## src/rtl/mem_stage_ctrl.sv

```systemverilog
// MEM pipeline stage controller: drives a req/ack memory port, stalls upstream while an access is pending.
// Optional wait timeout with a sticky error flag is enabled by defining MEM_STAGE_TIMEOUT_EN.
module mem_stage_ctrl (
  input  logic        clk_i,
  input  logic        rst_i,
  input  logic        RegWrite_i,
  input  logic        MemtoReg_i,
  input  logic        MemRead_i,
  input  logic        MemWrite_i,
  input  logic [31:0] ALUResult_i,
  input  logic [31:0] WriteData_i,
  input  logic [4:0]  WriteReg_i,
  output logic        mem_req_o,
  output logic        mem_we_o,
  output logic [31:0] mem_addr_o,
  output logic [31:0] mem_wdata_o,
  input  logic        mem_ack_i,
  input  logic [31:0] mem_rdata_i,
  output logic        stall_o,
  output logic        RegWrite_o,
  output logic        MemtoReg_o,
  output logic [31:0] ReadData_o,
  output logic [31:0] ALUResult_o,
  output logic [4:0]  WriteReg_o,
  output logic        err_o
);

  typedef enum logic {IDLE, WAIT} state_t;

  state_t      state, stateNext;
  logic        access;
  logic        timeout;
  logic        heldRegWrite, heldMemtoReg, heldRead, heldWe;
  logic [31:0] heldAddr, heldWdata;
  logic [4:0]  heldWriteReg;

  assign access = MemRead_i | MemWrite_i;

`ifdef MEM_STAGE_TIMEOUT_EN
  logic [7:0] waitCnt;
  logic       errQ;

  // An ack on the terminal-count cycle wins, so the access completes without error.
  assign timeout = (state == WAIT) && !mem_ack_i && (waitCnt == 8'hFF);

  always_ff @(posedge clk_i) begin
    if (rst_i) begin
      waitCnt <= 8'd0;
      errQ    <= 1'b0;
    end else begin
      if (state == IDLE)
        waitCnt <= 8'd0;
      else if (!mem_ack_i && !timeout)
        waitCnt <= waitCnt + 8'd1;
      if (timeout)
        errQ <= 1'b1;
    end
  end

  assign err_o = errQ;
`else
  assign timeout = 1'b0;
  assign err_o   = 1'b0;
`endif

  always_comb begin
    // NOTE: defaults first so every path assigns every output; otherwise a latch is inferred.
    stateNext = state;
    stall_o   = 1'b0;
    case (state)
      IDLE: begin
        if (access) begin
          stall_o   = 1'b1;
          stateNext = WAIT;
        end
      end
      WAIT: begin
        if (mem_ack_i || timeout)
          stateNext = IDLE;
        else
          stall_o = 1'b1;
      end
      default: stateNext = IDLE;
    endcase
  end

  always_ff @(posedge clk_i) begin
    // NOTE: non-blocking assignments keep every register sampling pre-edge values.
    if (rst_i)
      state <= IDLE;
    else
      state <= stateNext;
  end

  // Holding registers capture the request once, so it cannot be reissued.
  always_ff @(posedge clk_i) begin
    if (rst_i) begin
      heldRegWrite <= 1'b0;
      heldMemtoReg <= 1'b0;
      heldRead     <= 1'b0;
      heldWe       <= 1'b0;
      heldAddr     <= 32'd0;
      heldWdata    <= 32'd0;
      heldWriteReg <= 5'd0;
    end else if (state == IDLE && access) begin
      heldRegWrite <= RegWrite_i;
      heldMemtoReg <= MemtoReg_i;
      heldRead     <= MemRead_i & ~MemWrite_i;
      heldWe       <= MemWrite_i;
      heldAddr     <= ALUResult_i;
      heldWdata    <= WriteData_i;
      heldWriteReg <= WriteReg_i;
    end
  end

  always_ff @(posedge clk_i) begin
    if (rst_i) begin
      RegWrite_o  <= 1'b0;
      MemtoReg_o  <= 1'b0;
      ReadData_o  <= 32'd0;
      ALUResult_o <= 32'd0;
      WriteReg_o  <= 5'd0;
    end else if (state == IDLE && !access) begin
      RegWrite_o  <= RegWrite_i;
      MemtoReg_o  <= MemtoReg_i;
      ReadData_o  <= 32'd0;
      ALUResult_o <= ALUResult_i;
      WriteReg_o  <= WriteReg_i;
    end else if (state == WAIT && mem_ack_i) begin
      RegWrite_o  <= heldRegWrite;
      MemtoReg_o  <= heldMemtoReg;
      ReadData_o  <= heldRead ? mem_rdata_i : 32'd0;
      ALUResult_o <= heldAddr;
      WriteReg_o  <= heldWriteReg;
    end else begin
      RegWrite_o  <= 1'b0;
      MemtoReg_o  <= 1'b0;
      ReadData_o  <= 32'd0;
      ALUResult_o <= 32'd0;
      WriteReg_o  <= 5'd0;
    end
  end

  assign mem_req_o   = (state == WAIT);
  assign mem_we_o    = mem_req_o & heldWe;
  assign mem_addr_o  = mem_req_o ? heldAddr  : 32'd0;
  assign mem_wdata_o = mem_req_o ? heldWdata : 32'd0;

endmodule
```

## config.mk

```make
export PLATFORM = sky130hd
export DESIGN_NAME = mem_stage_ctrl
export DESIGN_NICKNAME = d
export VERILOG_FILES = /design/src/rtl/mem_stage_ctrl.sv
export SDC_FILE = /design/constraint.sdc
export NUM_CORES = 1
export LEC_CHECK = 0
export ABC_AREA = 1
export CORE_AREA = 8 8 148 185
export DETAILED_ROUTE_END_ITERATION = 16
export DIE_AREA = 0 0 156 193
export PLACE_DENSITY_LB_ADDON = 0.08
export SLEW_MARGIN = 20
export SYNTH_ARGS = -nofsm -noshare
export SYNTH_HDL_FRONTEND = slang
export SYNTH_SLANG_ARGS = --single-unit
```

## constraint.sdc

```tcl
create_clock -name clk_i -period 2 [get_ports clk_i]
set_clock_uncertainty 0.15 [all_clocks]
set_input_delay 0.6 -clock clk_i [delete_from_list [all_inputs] [get_ports clk_i]]
set_output_delay 0.6 -clock clk_i [all_outputs]
set_load 0.02 [all_outputs]
```

==> flow_results.org <==
** Status
- Outcome :: finished, violations left
- The final reports fail on negative setup slack.

** Clock tree
- TritonCTS built the clock tree.
- Clk sinks :: 145
- Number of buffers on the longest clock path :: 2
- Clock Pin Slew Worst Setup and Hold Paths :: 0.07 ns
- In this run the clock root is driven by a sky130_fd_sc_hd__clkbuf_16.
- Cts-stage hold buffer count :: 0
- Clock insertion delay at the later pin of the skew report :: 0.42 ns
- Total clock buffers created by CTS :: 17
- The H-tree was split into 4 levels.

** Floorplanning
- Measured along the y axis, the die boundary spans 193 um.
- In this run the count of I/O pins placed on the die edge is 247.
- Starting Density :: 0.2433
- Die X-Extent :: 156 um
- The die covers 0.03011 mm2.
- Number of rows in the core area :: 65
- Placeable core area :: 0.02464 mm2

** Power and ir drop
- The design draws 7902 uW.
- Highest ir drop seen on vdd :: 0.0005437 V
- Summed over all cells, the static leakage comes to 0.005317 uW.
- Power Dens Cells :: 809.9 mW/mm2

** Timing
- Based on the critical path, the design can be clocked at up to 458.8 MHz.
- Final critical-path setup slack :: -0.1797 ns
- Number of hold violations in the final report :: 0
- The routed design could run at a clock period as short as 2.180 ns.
- Setup violations remaining at the end of the flow were counted as 55.
- Setup repair after global routing missed its margin :: yes
- The tightest hold path in the finished design has a slack of 0.3164 ns.
- Remaining max-slew budget at the tightest pin :: 0.4468
- Final worst path period share :: 1.090
- For the pin with the worst max-slew slack, the measured transition is 0.8297 ns.
- Max Slew Vio Count :: 0

** Critical path
- R2R Setup Slk :: 0.18 ns
- Maximum fanout along the worst path :: 5
- For the worst setup path, the data arrival time is 1.43 ns.
- Crit Reg-Reg Endpoint :: ReadData_o[7]
- WS Path Type :: reg2out
- R2r worst-path depth :: 8
- Setup crit end kind :: primary output
- Setup crit start kind :: flip-flop
- Req. time, crit path :: 1.25 ns
- The worst register-to-register path begins at mem_req_o.

** Global routing
- The number of antenna violations at the first check in global routing is 0.
- All-layer global routing usage :: 0.1424
- Global routing finished with a remaining overflow of 0.
- Via count of the first global-routing pass :: 5949
- Largest net degree at the start of global routing :: 72
- The first global-routing pass estimated 33140 um of wire.

** Synthesis
- The cell area that synthesis handed to floorplanning was 0.005996 mm2.
- Fraction of the mapped netlist area in adder cells :: 0
- Number of flip-flops and latches in the synthesized netlist :: 145
- The share of the Yosys chip area taken by registers is 0.4841.
- By area, the combinational part of the netlist is dominated by simple AND/OR/NAND/NOR gates.
- Mean cell area of the mapped netlist :: 6.744 um2
- Mux contribution to synthesized area :: 0
- Yosys synthesis warning count :: 0
- Share of synthesized cell area in and, or, nand and nor gates :: 0.3214
- The cell count after synthesis came out at 889.
- The compound-gate portion of the synthesized area is 0.03506.
- Synthesis instantiated 18 different standard cells from the library.
- Of the total synthesized cell area, the portion taken by XOR and XNOR cells is 0.
- Counting every net in the synthesized netlist gives 997.

** Worst hold path
- The worst hold path was traced through 2 stages.
- Hold Startpoint :: heldWriteReg[0]
- In this run the worst hold path is classified as reg2reg.
- Hold worst-path end :: WriteReg_o[0]

** Layout
- Of the cells placed in the final design, the portion with a size suffix greater than 1 is 0.1628.
- Final layout net count :: 1244
- Relative area change from synthesis to final layout :: 62.73%
- Most frequent cells in the layout :: sky130_fd_sc_hd__nor2_1 (175), sky130_fd_sc_hd__nand2_1 (166), sky130_fd_sc_hd__inv_1 (146)
- Most common cell after layout, fill and taps aside :: sky130_fd_sc_hd__nor2_1
- The repair_antennas step left the layout with diodes totalling 0.
- Once layout is complete, the utilization of the core stands at 0.3959.
- The filler cells instantiated in the layout total 2688.

** Routing
- After detailed routing, the number of remaining DRC violations is 0.
- Starting DRT DRC Count :: 203
- After detailed routing, the average wire length per cell comes to 14.37 um.
- Routed vias :: 5984
- The detail route stage leaves a number of antenna-violating nets equal to 0.
- The final layout contains routed wiring with a total length of 21330 um.
- Drt pass-1 iters :: 4
- Average via count per standard cell :: 4.032

** Place
- Number of port buffers :: 245
- GP Congestion :: 0.7158
- Worst-case setup slack after placement :: -0.7395 ns
- Detailed placement HPWL :: 14490 um

** Flow run
- Maximum capacitance violations :: 0
[registers in the layout, indices dropped and copies added, names as in the netlist]
register and count:
heldWe 1, heldRead 1, MemtoReg_o 1, ALUResult_o 32, mem_req_o 1, heldWriteReg 5, RegWrite_o 1, heldAddr 32
heldWdata 32, heldMemtoReg 1, WriteReg_o 5, ReadData_o 32, heldRegWrite 1
[worst max-delay path, stage by stage, from the launching register on]
cell and delay, ns:
sky130_fd_sc_hd__dfxtp_4 0.39, sky130_fd_sc_hd__buf_12 0.15, sky130_fd_sc_hd__buf_16 0.14, sky130_fd_sc_hd__buf_12 0.12, sky130_fd_sc_hd__nand2_4 0.05, sky130_fd_sc_hd__inv_2 0.03, sky130_fd_sc_hd__buf_6 0.12
[cell type report]
cell class | instances | area [um2] | area share
clock buffer | 17 | 425.4 | 0.04360
clock inverter | 15 | 193.9 | 0.01988
inverter | 173 | 651.9 | 0.06681
multi-input combinational | 513 | 2216 | 0.2271
sequential | 145 | 2907 | 0.2979
tap | 335 | 419.2 | 0.04296
timing repair buffer | 286 | 2944 | 0.3017
[through the flow]
step | area, um2 | TNS [ns] | std cells
final | 9757 | -3.527 | 1484
after global routing | 9757 | -8.934 | 1484
after CTS | 9681 | -7.841 | 1484
after detailed placement | 8906 | -55.84 | 1439
after global placement | 8906 | -53.40 | 1439
after floorplan | 5996 | 0 | 889
[cells by family (layout without fill, tap and decap cells)]
kind of cell           Yosys count  count (layout)
other                            1               1
AO/OA/AOI/OAI                   42              42
flip-flops                     145             145
buffers and inverters          231             491
AND/OR/NAND/NOR                470             470
[Yosys cell counts (all sizes together)]
cell | number | area (um2)
inv | 173 | 649.4
buf | 47 | 261.5
nor2 | 179 | 686.9
a21oi | 41 | 205.2
nand3 | 111 | 560.5
clkbuf | 11 | 41.29
nand2 | 179 | 674.4
dfxtp | 145 | 2903
conb | 1 | 3.750
nor3 | 1 | 5.000
o21ai | 1 | 5.000
[report_power, final]
part           internal [uW]  switching [uW]  leakage (uW)
Sequential              3060             103       0.00119
Combinational            663             729       0.00382
Clock                   1910            1440      0.000302
Total                   5630            2270       0.00532
[timing repair]
| item | in CTS | in global routing |
|---|---|---|
| buffers inserted | 11 | 1 |
| pin swaps | 3 | 4 |
| gates cloned | 2 | 0 |
| setup endpoints to repair | 209 | 99 |
| resized for setup | 431 | 79 |
[how the worst max path moves through the flow]
stage | from | endpoint | slack [ns]
2_1_floorplan | mem_req_o | mem_wdata_o[10] | 0.08
3_3_place_gp | MemRead_i | stall_o | -0.72
3_5_place_dp | MemRead_i | stall_o | -0.74
4_1_cts | mem_req_o | mem_addr_o[2] | -0.22
5_1_grt | mem_req_o | mem_addr_o[25] | -0.25
6_report | mem_req_o | mem_wdata_o[31] | -0.18
[per-layer routing]
metal / track usage / share of wire
met3: 0.03992 / 0.060
met4: 0.04076 / 0.0087
met1: 0.1725 / 0.46
met5: 0 / 0
met2: 0.2420 / 0.48
No activity file was read; power rests on OpenSTA's default activity.
